<file path="src/rtl/fetch_unit_if.sv">
// Instruction-memory request/response bus for the fetch stage.
//   imem_req   : one-cycle request pulse from the fetch unit
//   imem_addr  : fetch address, valid with imem_req
//   imem_rdata : returned instruction word
//   imem_valid : one-cycle pulse qualifying imem_rdata
interface fetch_unit_if;
  localparam int unsigned XLEN = 16;

  logic            imem_req;
  logic [XLEN-1:0] imem_addr;
  logic [XLEN-1:0] imem_rdata;
  logic            imem_valid;

  modport master (
    output imem_req,
    output imem_addr,
    input  imem_rdata,
    input  imem_valid
  );

  modport slave (
    input  imem_req,
    input  imem_addr,
    output imem_rdata,
    output imem_valid
  );
endinterface

</file>
<file path="src/rtl/fetch_unit.sv">
// Instruction-fetch stage: owns the PC, keeps one request outstanding to a
// variable-latency instruction memory, and buffers one returned instruction
// until the IF/ID register accepts it. Handles stall, redirect and halt.
//   clk, rst     : clock, synchronous active-high reset
//   stall        : hold IF/ID contents (gates if_id_we, blocks refill)
//   redirect     : taken branch / flush; redirect_pc is the new fetch PC
//   imem         : instruction-memory bus (master side)
//   inst_out     : instruction for IF/ID (NOP_INST when none)
//   pc_out       : address of inst_out; pc_next_out = pc_out + PC_INC
//   if_id_we     : IF/ID write enable
//   halted       : halt opcode fetched, no further requests
module fetch_unit #(
  parameter logic [15:0] RESET_PC = 16'h0000,
  parameter logic [15:0] PC_INC   = 16'd2,
  parameter logic [15:0] NOP_INST = 16'h0000,
  parameter logic [3:0]  HALT_OP  = 4'hF
) (
  input  logic                clk,
  input  logic                rst,
  input  logic                stall,
  input  logic                redirect,
  input  logic [15:0]         redirect_pc,
  fetch_unit_if.master        imem,
  output logic [15:0]         inst_out,
  output logic [15:0]         pc_out,
  output logic [15:0]         pc_next_out,
  output logic                if_id_we,
  output logic                halted
);

  localparam int unsigned XLEN = 16;

  typedef enum logic [1:0] {
    S_REQ  = 2'd0,
    S_WAIT = 2'd1,
    S_DROP = 2'd2,
    S_HALT = 2'd3
  } state_t;

  state_t          state;
  logic [XLEN-1:0] pc;
  logic            buf_valid;
  logic [XLEN-1:0] buf_inst;
  logic [XLEN-1:0] buf_pc;
  logic            can_issue;
  logic            is_halt_op;

  // A new request is allowed only if the buffer will be free when data returns.
  assign can_issue  = ~buf_valid | ~stall;
  assign is_halt_op = (imem.imem_rdata[15:12] == HALT_OP);

  // State, PC and instruction buffer.
  always_ff @(posedge clk) begin
    if (rst) begin
      state     <= S_REQ;
      pc        <= RESET_PC;
      buf_valid <= 1'b0;
      buf_inst  <= NOP_INST;
      buf_pc    <= '0;
      halted    <= 1'b0;
    end else if (redirect) begin
      // Squash everything; an in-flight request must still be drained.
      pc        <= redirect_pc;
      buf_valid <= 1'b0;
      halted    <= 1'b0;
      state     <= (state == S_WAIT && !imem.imem_valid) ? S_DROP : S_REQ;
    end else begin
      if (buf_valid && !stall) begin
        buf_valid <= 1'b0;
      end
      case (state)
        S_REQ: begin
          if (can_issue) begin
            pc    <= pc + PC_INC;
            state <= S_WAIT;
          end
        end
        S_WAIT: begin
          if (imem.imem_valid) begin
            buf_inst  <= imem.imem_rdata;
            buf_pc    <= pc - PC_INC;
            buf_valid <= 1'b1;
            if (is_halt_op) begin
              halted <= 1'b1;
              state  <= S_HALT;
            end else begin
              state <= S_REQ;
            end
          end
        end
        S_DROP: begin
          if (imem.imem_valid) begin
            state <= S_REQ;
          end
        end
        S_HALT: begin
          state <= S_HALT;
        end
        default: begin
          state <= S_REQ;
        end
      endcase
    end
  end

  // Memory request and IF/ID-facing outputs.
  assign imem.imem_req  = (state == S_REQ) && can_issue && !redirect;
  assign imem.imem_addr = pc;

  assign inst_out    = (buf_valid && !redirect) ? buf_inst : NOP_INST;
  assign pc_out      = buf_valid ? buf_pc : XLEN'(0);
  assign pc_next_out = pc_out + PC_INC;
  assign if_id_we    = ~stall;

endmodule

</file>
<file path="src/flat_wrapper.sv">
// flat-port wrapper written by rule: the top's interface ports become plain ports
module fetch_unit_flat 
#(
  parameter logic [15:0] RESET_PC = 16'h0000,
  parameter logic [15:0] PC_INC   = 16'd2,
  parameter logic [15:0] NOP_INST = 16'h0000,
  parameter logic [3:0]  HALT_OP  = 4'hF
)
  (clk, rst, stall, redirect, redirect_pc, inst_out, pc_out, pc_next_out, if_id_we, halted, imem_imem_req, imem_imem_addr, imem_imem_rdata, imem_imem_valid);
  fetch_unit_if imem_i ();
  input  logic clk;
  input  logic rst;
  input  logic stall;
  input  logic redirect;
  input  logic [15:0] redirect_pc;
  output logic [15:0] inst_out;
  output logic [15:0] pc_out;
  output logic [15:0] pc_next_out;
  output logic if_id_we;
  output logic halted;
  output wire logic [$bits(imem_i.imem_req)-1:0] imem_imem_req;
  output wire logic [$bits(imem_i.imem_addr)-1:0] imem_imem_addr;
  input wire logic [$bits(imem_i.imem_rdata)-1:0] imem_imem_rdata;
  input wire logic [$bits(imem_i.imem_valid)-1:0] imem_imem_valid;
  assign imem_imem_req = imem_i.imem_req;
  assign imem_imem_addr = imem_i.imem_addr;
  assign imem_i.imem_rdata = imem_imem_rdata;
  assign imem_i.imem_valid = imem_imem_valid;
  fetch_unit #(.RESET_PC(RESET_PC), .PC_INC(PC_INC), .NOP_INST(NOP_INST), .HALT_OP(HALT_OP)) u_core (.clk(clk), .rst(rst), .stall(stall), .redirect(redirect), .redirect_pc(redirect_pc), .imem(imem_i), .inst_out(inst_out), .pc_out(pc_out), .pc_next_out(pc_next_out), .if_id_we(if_id_we), .halted(halted));
endmodule
</file>
<file path="config.mk">
export PLATFORM = sky130hd
export DESIGN_NAME = fetch_unit_flat
export DESIGN_NICKNAME = d
export VERILOG_FILES = /design/src/rtl/fetch_unit_if.sv /design/src/rtl/fetch_unit.sv /design/src/flat_wrapper.sv
export SDC_FILE = /design/constraint.sdc
export NUM_CORES = 1
export LEC_CHECK = 0
export CORE_MARGIN = 2
export CORE_UTILIZATION = 49
export DETAILED_ROUTE_END_ITERATION = 8
export GPL_TIMING_DRIVEN = 0
export PLACE_DENSITY = 0.92
export SLEW_MARGIN = 0
export SYNTH_ARGS = -nofsm -noshare
export SYNTH_HDL_FRONTEND = slang
export SYNTH_SLANG_ARGS = --single-unit
</file>
<file path="constraint.sdc">
create_clock -name clk -period 3.89 [get_ports clk]
set_input_delay 0.9725 -clock clk [delete_from_list [all_inputs] [get_ports clk]]
set_output_delay 0.9725 -clock clk [all_outputs]
set_load 0.05 [all_outputs]
</file>
==> impl_metrics.toml <==
[setup_path]
crit_path_max_fanout = 10
r2r_slack_ns = 1.65
criticalPathCategory = "input pin to output pin"
cp-start-kind = "input pin"
crit_required_ns = 2.92
cp-end-kind = "output pin"
worstPathArrival_ns = 2.84

[power]
pwr-share-clk_pct = 24.8
p_comb_share_pct = 23.6
p_sw_share_pct = 30.5
peakVddDrop_mv = 0.170
p_int_mw = 0.780
power_mw = 1.12
power.density_nw_per_um2 = 271
switchingPower_mw = 0.343
pwr-share-seq_pct = 51.6
leakagePower_nw = 1.50

[sta]
finalCritPeriodShare_pct = 97.9
setup_viol = 0
hold_viol = 0
setup-tns-final_ns = 0
slew_headroom_pct = 37.7
clock-skew-final_ns = 0.00972
rsz0062_at_grt = "no"
worst_pin_slew_ns = 0.922
max_freq_mhz = 263
fin_crit_ns = 3.81
maxSlewViolCount = 0

[die]
fp.dieArea_um2 = 6670
ioPinCount = 104
die_h_um = 81.6
num_rows = 28
core-area_um2 = 5890
die_w_um = 81.6
start_util_pct = 50.2

[cts]
worstSkewPairLatency_ns = 0.30
cts_sinks = 52
cts_root_buf = "clkbuf_8"
cts_max_level = 2
clock_path_buffers = 2
tritoncts = "done"
cts_setup_buffers = 0
holdBufCountCts = 0
cts_made_buffers = 5
cts.reportedPaths.clkPinSlew_ns = 0.08

[placement]
dpl.cell_count = 558
dpl-instance-area_um2 = 4080
numPortBuffers = 102
place_hpwl_mm = 6.38
place_congestion = 0.853

[global_routing]
grt_pass1_wl_mm = 13.2
antenna_found_initial = 0
grt_max_degree = 14
grt.total_usage_pct = 25.4
grt_pass1_vias = 2876
grt_overflow = 0

[route]
drt.antenna.violating_nets = 0
drc = 0
drt-initial-drc-count = 237
wl_per_cell_um = 15.2
routed_wl_mm = 8.54
drt-vias-per-instance = 5.63
drtPass1Iterations = 5
vias = 3162

[worst_hold_path]
min_path_type = "flip-flop to flip-flop"

[cells_and_area]
layout-drive-gt1-share_pct = 5.75
area.growth.synth_to_final_pct = 40.2
diodes = 0
fin_nets = 529
fin_cells = 562
final_common_cell = "clkdlybuf4s50_1"
stdcell_area_um2 = 4140
mostFrequentLayoutCells = "clkdlybuf4s50_1, nand2_1, dfxtp_1"

[synth]
synth_edf_count = 0
async_flop_share_pct = 0
synth.distinct_cells = 43
synth_warnings = 0
syn_area_um2 = 2950
synth-seq-cells = 52
syn_avg_cell_area_um2 = 7.75
synth_cells = 381
synth_ff_type = "dfxtp_1"
syn_nets = 421
ys_seq_area_share_pct = 35.2

[run]
maxCapViolCount = 0

[outcome]
status = "finished, final reports clean"
-- layer usage --
metal	share of wire, %	GRT usage (%)
met1	41	31.5
met2	50	44.4
met3	7.2	4.18
met4	1.8	9.00
met5	0	0
-- path summary, 6_finish.rpt --
kind | from | to | cells past startpoint
setup / recovery | stall | imem_imem_req | 5
hold / removal | u_core.buf_inst[14] | u_core.buf_inst[14] | 2
setup reg to reg | u_core.imem.imem_addr[1] | u_core.buf_pc[15] | 6
hold reg to reg | u_core.buf_inst[14] | u_core.buf_inst[14] | 2
-- registers in the layout, indices dropped and copies added (netlist names) --
signal / cells
u_core.buf_inst: 16
u_core.buf_pc: 16
u_core.buf_valid: 1
u_core.halted: 1
u_core.imem.imem_addr: 16
u_core.state: 2
-- power groups by stage --
stage / clock (mW) / combinational (mW) / sequential (mW)
5_1_grt: 0.303 / 0.282 / 0.583
3_3_place_gp: 0 / 0.254 / 0.590
3_5_place_dp: 0 / 0.261 / 0.591
4_1_cts: 0.279 / 0.263 / 0.578
6_report: 0.279 / 0.265 / 0.579
2_1_floorplan: 0 / 0.125 / 0.626
-- kinds of logic after synthesis --
| group | synth area share (%) |
|---|---|
| AOI/OAI and AO/OA | 14.0 |
| muxes | 1.06 |
| adders and majority gates | 1.27 |
| DFF | 35.2 |
| xor gates and xnor gates | 9.49 |
| and+or+nand+nor | 32.3 |
| buffers and inverters | 6.65 |
-- metrics by stage --
stage / hold slack (ns) / util, % / setup WS, ns
after floorplan: 0.432 / - / -0.0134
after global placement: 0.437 / 69.3 / -0.315
after detailed placement: 0.444 / 69.3 / -0.324
after CTS: 0.455 / 70.3 / 0.0158
after global routing: 0.474 / 70.3 / 0.00840
final: 0.454 / 70.3 / 0.0816
-- worst max-delay path: stages --
cell             delay (ns)
clkdlybuf4s50_1        0.50
a211o_1                0.42
clkbuf_1               0.25
nor2_1                 0.14
dlygate4sd2_1          0.54
-- cell type report --
type / count / area [um^2]
buffer: 28 / 138
timing repair buffer: 102 / 1010
sequential: 52 / 1040
multi-input combinational: 285 / 1740
fill: 466 / 1750
clock buffer: 5 / 68.8
inverter: 15 / 56.3
tap: 75 / 93.8
-- cell usage after synthesis (all sizes together) (2+ instances only) --
cell type  number  area (um^2)
xnor2          23          201
nand2b          2         12.5
clkbuf         19         71.3
or3             4         25.0
nor4b           2         32.5
mux2i           2         20.0
ha              3         37.5
o31a            2         17.5
nand3           8         52.6
o21ai           2         10.0
o31ai           2         15.0
nor3           11         55.1
and4            2         17.5
and2           31          194
a211oi         23          178
nor2           39          146
a311oi          4         35.0
nor2b           3         18.8
inv            14         52.6
a21boi          2         15.0
buf            10         68.8
nor4           13         81.3
a21oi          22          110
nand2          55          206
nand4          10         62.6
dfxtp          52         1040
xor2            9         78.8
or4             5         41.3
-- timing repair --
action / CTS / global route
gates cloned: 0 / 0
hold endpoints to repair: 0 / 0
endpoints found under the setup margin: 19 / 10
gates resized for setup: 23 / 6
No activity file was read; power rests on OpenSTA's default activity.
==> edit 1, RTL diff (same flow settings) <==
Reset style: asynchronous (`rst`), changed in one clocked block. Comments in the files are not updated.
--- a/src/rtl/fetch_unit.sv
+++ b/src/rtl/fetch_unit.sv
@@ -52,3 +52,3 @@
   // State, PC and instruction buffer.
-  always_ff @(posedge clk) begin
+  always_ff @(posedge clk or posedge rst) begin
     if (rst) begin
Check against the original RTL: differs if rst is asserted again (counterexample within 4 cycles, from zero or initial values and one cycle with rst high); with rst held inactive, the same outputs for 4 cycles.
==> edit 1 against the unedited design <==
  * Setup slack improved by 0.13 ns
  * Global-route usage fell by 3.2 points
  * Wire length fell by 10%
  * Area after synthesis rose by 4.0%
  * Cell area rose by 4.7%
  * Sequential cell count did not move
  * Fmax rose by 3.7%
Power is not compared: it rests on default switching activity, and its combinational part moved more than twofold at a synthesized area within 25%.
==> edit 1: results (changes against the unedited design) <==
Total Nets Final 481 (-9.1%); top area cells in the synthesized netlist sky130_fd_sc_hd__dfrtp_1 (42%), sky130_fd_sc_hd__mux2_2 (7.3%), sky130_fd_sc_hd__and2_1 (6.5%); clock buffer depth 2 (unchanged); top_reg_cell synth sky130_fd_sc_hd__dfrtp_1; last weighted congestion value of the routability-driven placer 0.850 (-0.27%); HPWL after detailed placement 5970 um (-6.4%); initial DRC count 176 (-26%); vias per cell 5.45 (-3.1%); cell depth of the worst hold path 1 (-1); Port Buffers 102 (unchanged); async set-or-reset flop fraction in the synthesized netlist 100% (+100 points); post-placement cell count 508 (-9.0%); global-route usage over all layers 22.2% (-3.2 points); number of fill cells 448 (-3.9%); Clock Network Area Fraction 1.79% (+0.13 points); worst hold path type register to register; internal reg-to-reg setup slack 1.66 ns; Multi-In Gates 244 (-14%); Yosys cell types 40 (-7.0%); cell family with most CP delay buffers and inverters; register area share after synthesis 42.4% (+7.1 points); number of sinks driven by the clock tree 52 (unchanged); count of synthesis-stage warnings from yosys 0 (unchanged); Detailed Route WL 7670 um (-10%); first-pass GRT wire length 12800 um (-3.2%); hold-critical path endpoint u_core.buf_inst[15]; fraction of final layout cells sized beyond drive strength 1 12.7% (+6.9 points); number of nets with antenna violations after routing 0 (unchanged); router iterations before antenna repair 7 (+2); total leakage power 0.00197 uW; root buffer cell sky130_fd_sc_hd__clkbuf_8; non-clock buffer contribution to total cell area 27.0% (-0.64 points); Final Skew 0.00612 ns (-0.00359 ns); vias in the first global route 2826 (-1.7%); worst reg2reg path endpoint u_core.buf_pc[15]; Mapped Cells 330 (-13%); capture point of the worst path pc_next_out[5]; origin of the critical flop-to-flop path u_core.imem.imem_addr[1]; number of H-tree levels 2 (unchanged); slowest stage cell on the critical path sky130_fd_sc_hd__dlygate4sd2_1; slowest stage delay, CP 0.55 ns; TritonCTS buffer count 5 (unchanged); Max Fanout on Critical Path 10 (unchanged); per-cell routed wire length 14.9 um (-2.3%); Slew headroom 61.4% (+24 points); most frequent cells after synthesis sky130_fd_sc_hd__dfrtp_1 (52), sky130_fd_sc_hd__and2_1 (32), sky130_fd_sc_hd__nand2_1 (26); bufs w/o clock 127 (-2.3%); R2R depth 7 (+1); Clock Buffer Count 6 (+1); proportion of cell area occupied by registers 30.0% (+4.9 points); outcome finished clean; share of the final layout cell area in multi-input gates 38.1% (-3.9 points); source of the critical timing path u_core.buf_valid; Worst Min Path Start u_core.buf_inst[15]; pin count of the biggest net entering global routing 28 (+14); antenna diode count 0 (unchanged); net count after synthesis 370 (-12%); inverter count 11 (-4); arrival time at the worst endpoint 2.70 ns (-0.14 ns)
[edit 1: cell count changes in the layout (fill, tap and decap cells not counted), moves of 14 or more]
cell,change
sky130_fd_sc_hd__dfrtp_1,+52
sky130_fd_sc_hd__dfxtp_1,-52
sky130_fd_sc_hd__nand2_1,-29
sky130_fd_sc_hd__a211oi_1,-22
sky130_fd_sc_hd__mux2_2,+19
sky130_fd_sc_hd__o21ai_0,+15
sky130_fd_sc_hd__nor2_1,-14
sky130_fd_sc_hd__xnor2_1,-14
sky130_fd_sc_hd__xor2_1,+14
[edit 1: metrics by stage]
step	power (uW)	utilization [%]	area [um2]	setup slack [ns]	hold WS, ns
6_report	1790	72.4	4340	0.216	0.505
5_1_grt	1890	72.4	4340	0.0298	0.533
4_1_cts	1790	72.0	4310	0.0108	0.508
3_5_place_dp	1510	70.5	4220	-0.514	0.487
3_3_place_gp	1470	70.1	4200	-0.395	0.481
2_1_floorplan	1270	-	3090	-0.0793	0.472
[edit 1: power breakdown]
part           internal, uW  switching, uW
logic                   286            423
registers               677            116
clock network           123            165
[edit 1: what timing repair did]
action	CTS	global route
gates cloned	0	0
setup buffers	0	1
pin swaps	0	2
hold buffers	0	0
gates resized for setup	21	19
setup endpoints to repair	16	16
[edit 1: per-layer routing]
metal  part of all wire [%]  up-vias  GRT usage, %
met3                    5.3       12          4.08
met5                      0        -             0
li1                       -     1349             -
met2                     53      106          40.1
met4                    1.7        0          7.15
met1                     40     1345          26.6
[edit 1: logic make-up after synthesis]
group	after synthesis	synth area share (%)
muxes	21	7.66
adders and majority gates	3	1.22
AOI/OAI and AO/OA	43	8.15
DFF	52	42.4
buffers and inverters	34	5.09
and+or+nand+nor	144	26.1
xor gates and xnor gates	33	9.41
==> edit 2, RTL diff (same flow settings) <==
Made on the original files. Re-encode `state_t` (4 states) as one-hot, 4 bits wide.
--- a/src/rtl/fetch_unit.sv
+++ b/src/rtl/fetch_unit.sv
@@ -32,7 +32,7 @@
 
-  typedef enum logic [1:0] {
-    S_REQ  = 2'd0,
-    S_WAIT = 2'd1,
-    S_DROP = 2'd2,
-    S_HALT = 2'd3
+  typedef enum logic [3:0] {
+    S_REQ  = 4'b0001,
+    S_WAIT = 4'b0010,
+    S_DROP = 4'b0100,
+    S_HALT = 4'b1000
   } state_t;
Behaviour: no difference found for any inputs over 4 cycles, from zero or initial values and one cycle with rst high; so few cycles prove little.
==> edit 2 against the unedited design <==
  * Total power up 16%
  * Clock skew up 0.0012 ns
  * Cell area up 7.1%
  * Highest routed layer unchanged
  * Synthesized cell count up 0.79%
  * Area after synthesis up 4.6%
  * Setup slack better by 0.13 ns
  * Sequential cell count up 2
  * Wire length up 7.8%
==> edit 2: results (changes against the unedited design) <==
placed cell areas 0.00426 mm2 (+4.4%); met2 Usage GRT 45.5% (+1.0 points); GR Layer Usage met3 4.57% (+0.40 points); post-placement cell count 560 (+0.36%); sw frac 27.1% (-3.5 points); outcome finished clean; Port Buffers 101 (-0.98%); Clock transition at path regs 0.10 ns (+0.02 ns); Total Nets Final 533 (+0.76%); per-cell routed wire length 16.2 um (+6.5%); slowest stage delay, CP 0.43 ns (-0.11 ns); register area share after synthesis 35.0% (-0.25 points); pin count of the biggest net entering global routing 17 (+3); Avg Inst Size Synth 8.04 um2 (+3.8%); DP Worst Slack -0.439 ns (-0.115 ns); worst vdd ir 206 uV (+22%); number of fill cells 437 (-6.2%); top area cells in the synthesized netlist sky130_fd_sc_hd__dfxtp_1 (35%), sky130_fd_sc_hd__and2_1 (7.7%), sky130_fd_sc_hd__xnor2_1 (6.2%); slowest stage cell on the critical path sky130_fd_sc_hd__dfxtp_2; Seq group 592 uW (+2%); transition time of the tightest slew-check pin 0.644 ns (-0.279 ns); initial DRC count 231 (-2.5%); number of resized instances in the post-cts repair step 17 (-26%); Power Total 1300 uW (+16%); vias in the first global route 3097 (+7.7%); last weighted congestion value of the routability-driven placer 0.885 (+3.8%); count of vias placed by the detailed router 3322 (+5.1%); HPWL after detailed placement 6590 um (+3.3%); Final Skew 0.0109 ns (+0.00116 ns); total leakage power 0.00177 uW (+18%); met3 routed WL 674 um (+9.8%); arrival time at the worst endpoint 2.70 ns (-0.14 ns); most frequent cells after synthesis sky130_fd_sc_hd__dfxtp_1 (54), sky130_fd_sc_hd__nand2_1 (46), sky130_fd_sc_hd__nor2_1 (39)
## edit 2: cell count changes after synthesis, moves of 4 or more
| cell | before | now |
|---|---|---|
| sky130_fd_sc_hd__buf_2 | 4 | 11 |
| sky130_fd_sc_hd__nor3_1 | 11 | 7 |
| sky130_fd_sc_hd__nand2_1 | 55 | 46 |
| sky130_fd_sc_hd__a311oi_1 | 4 | 8 |
| sky130_fd_sc_hd__and3_1 | 0 | 4 |
| sky130_fd_sc_hd__inv_1 | 13 | 8 |
| sky130_fd_sc_hd__o21ai_0 | 2 | 6 |
| sky130_fd_sc_hd__nor4_1 | 13 | 2 |
| sky130_fd_sc_hd__and2_1 | 31 | 38 |
## edit 2: area by class of cell
cell class / count / area, um2 / share of cell area (%)
Clock inverter: 2 / 60.1 / 1.35
Clock buffer: 6 / 82.6 / 1.86
Sequential cell: 54 / 1080 / 24.4
Timing Repair Buffer: 102 / 1030 / 23.2
Inverter: 9 / 37.5 / 0.847
Multi-Input combinational cell: 291 / 1910 / 43.1
Buffer: 30 / 140 / 3.16
Tap cell: 75 / 93.8 / 2.12
## edit 2: logic make-up (layout without fill, tap and decap cells)
family,Yosys count,after routing,synth area share (%)
DFF,54,54,35.0
AOI/OAI and AO/OA,69,69,15.2
muxes,1,1,0.324
buffers and inverters,39,149,5.55
adders and majority gates,3,3,1.22
xor gates and xnor gates,28,28,7.94
and+or+nand+nor,190,190,34.8
## edit 2: worst paths after layout
path,from,to,slack [ns],depth (start not counted)
hold reg to reg,u_core.buf_inst[6],u_core.buf_inst[6],0.46,2
hold / removal,u_core.buf_inst[6],u_core.buf_inst[6],0.46,2
setup reg to reg,u_core.state[1],u_core.buf_inst[15],1.68,5
setup / recovery,u_core.buf_valid,pc_next_out[11],0.22,10
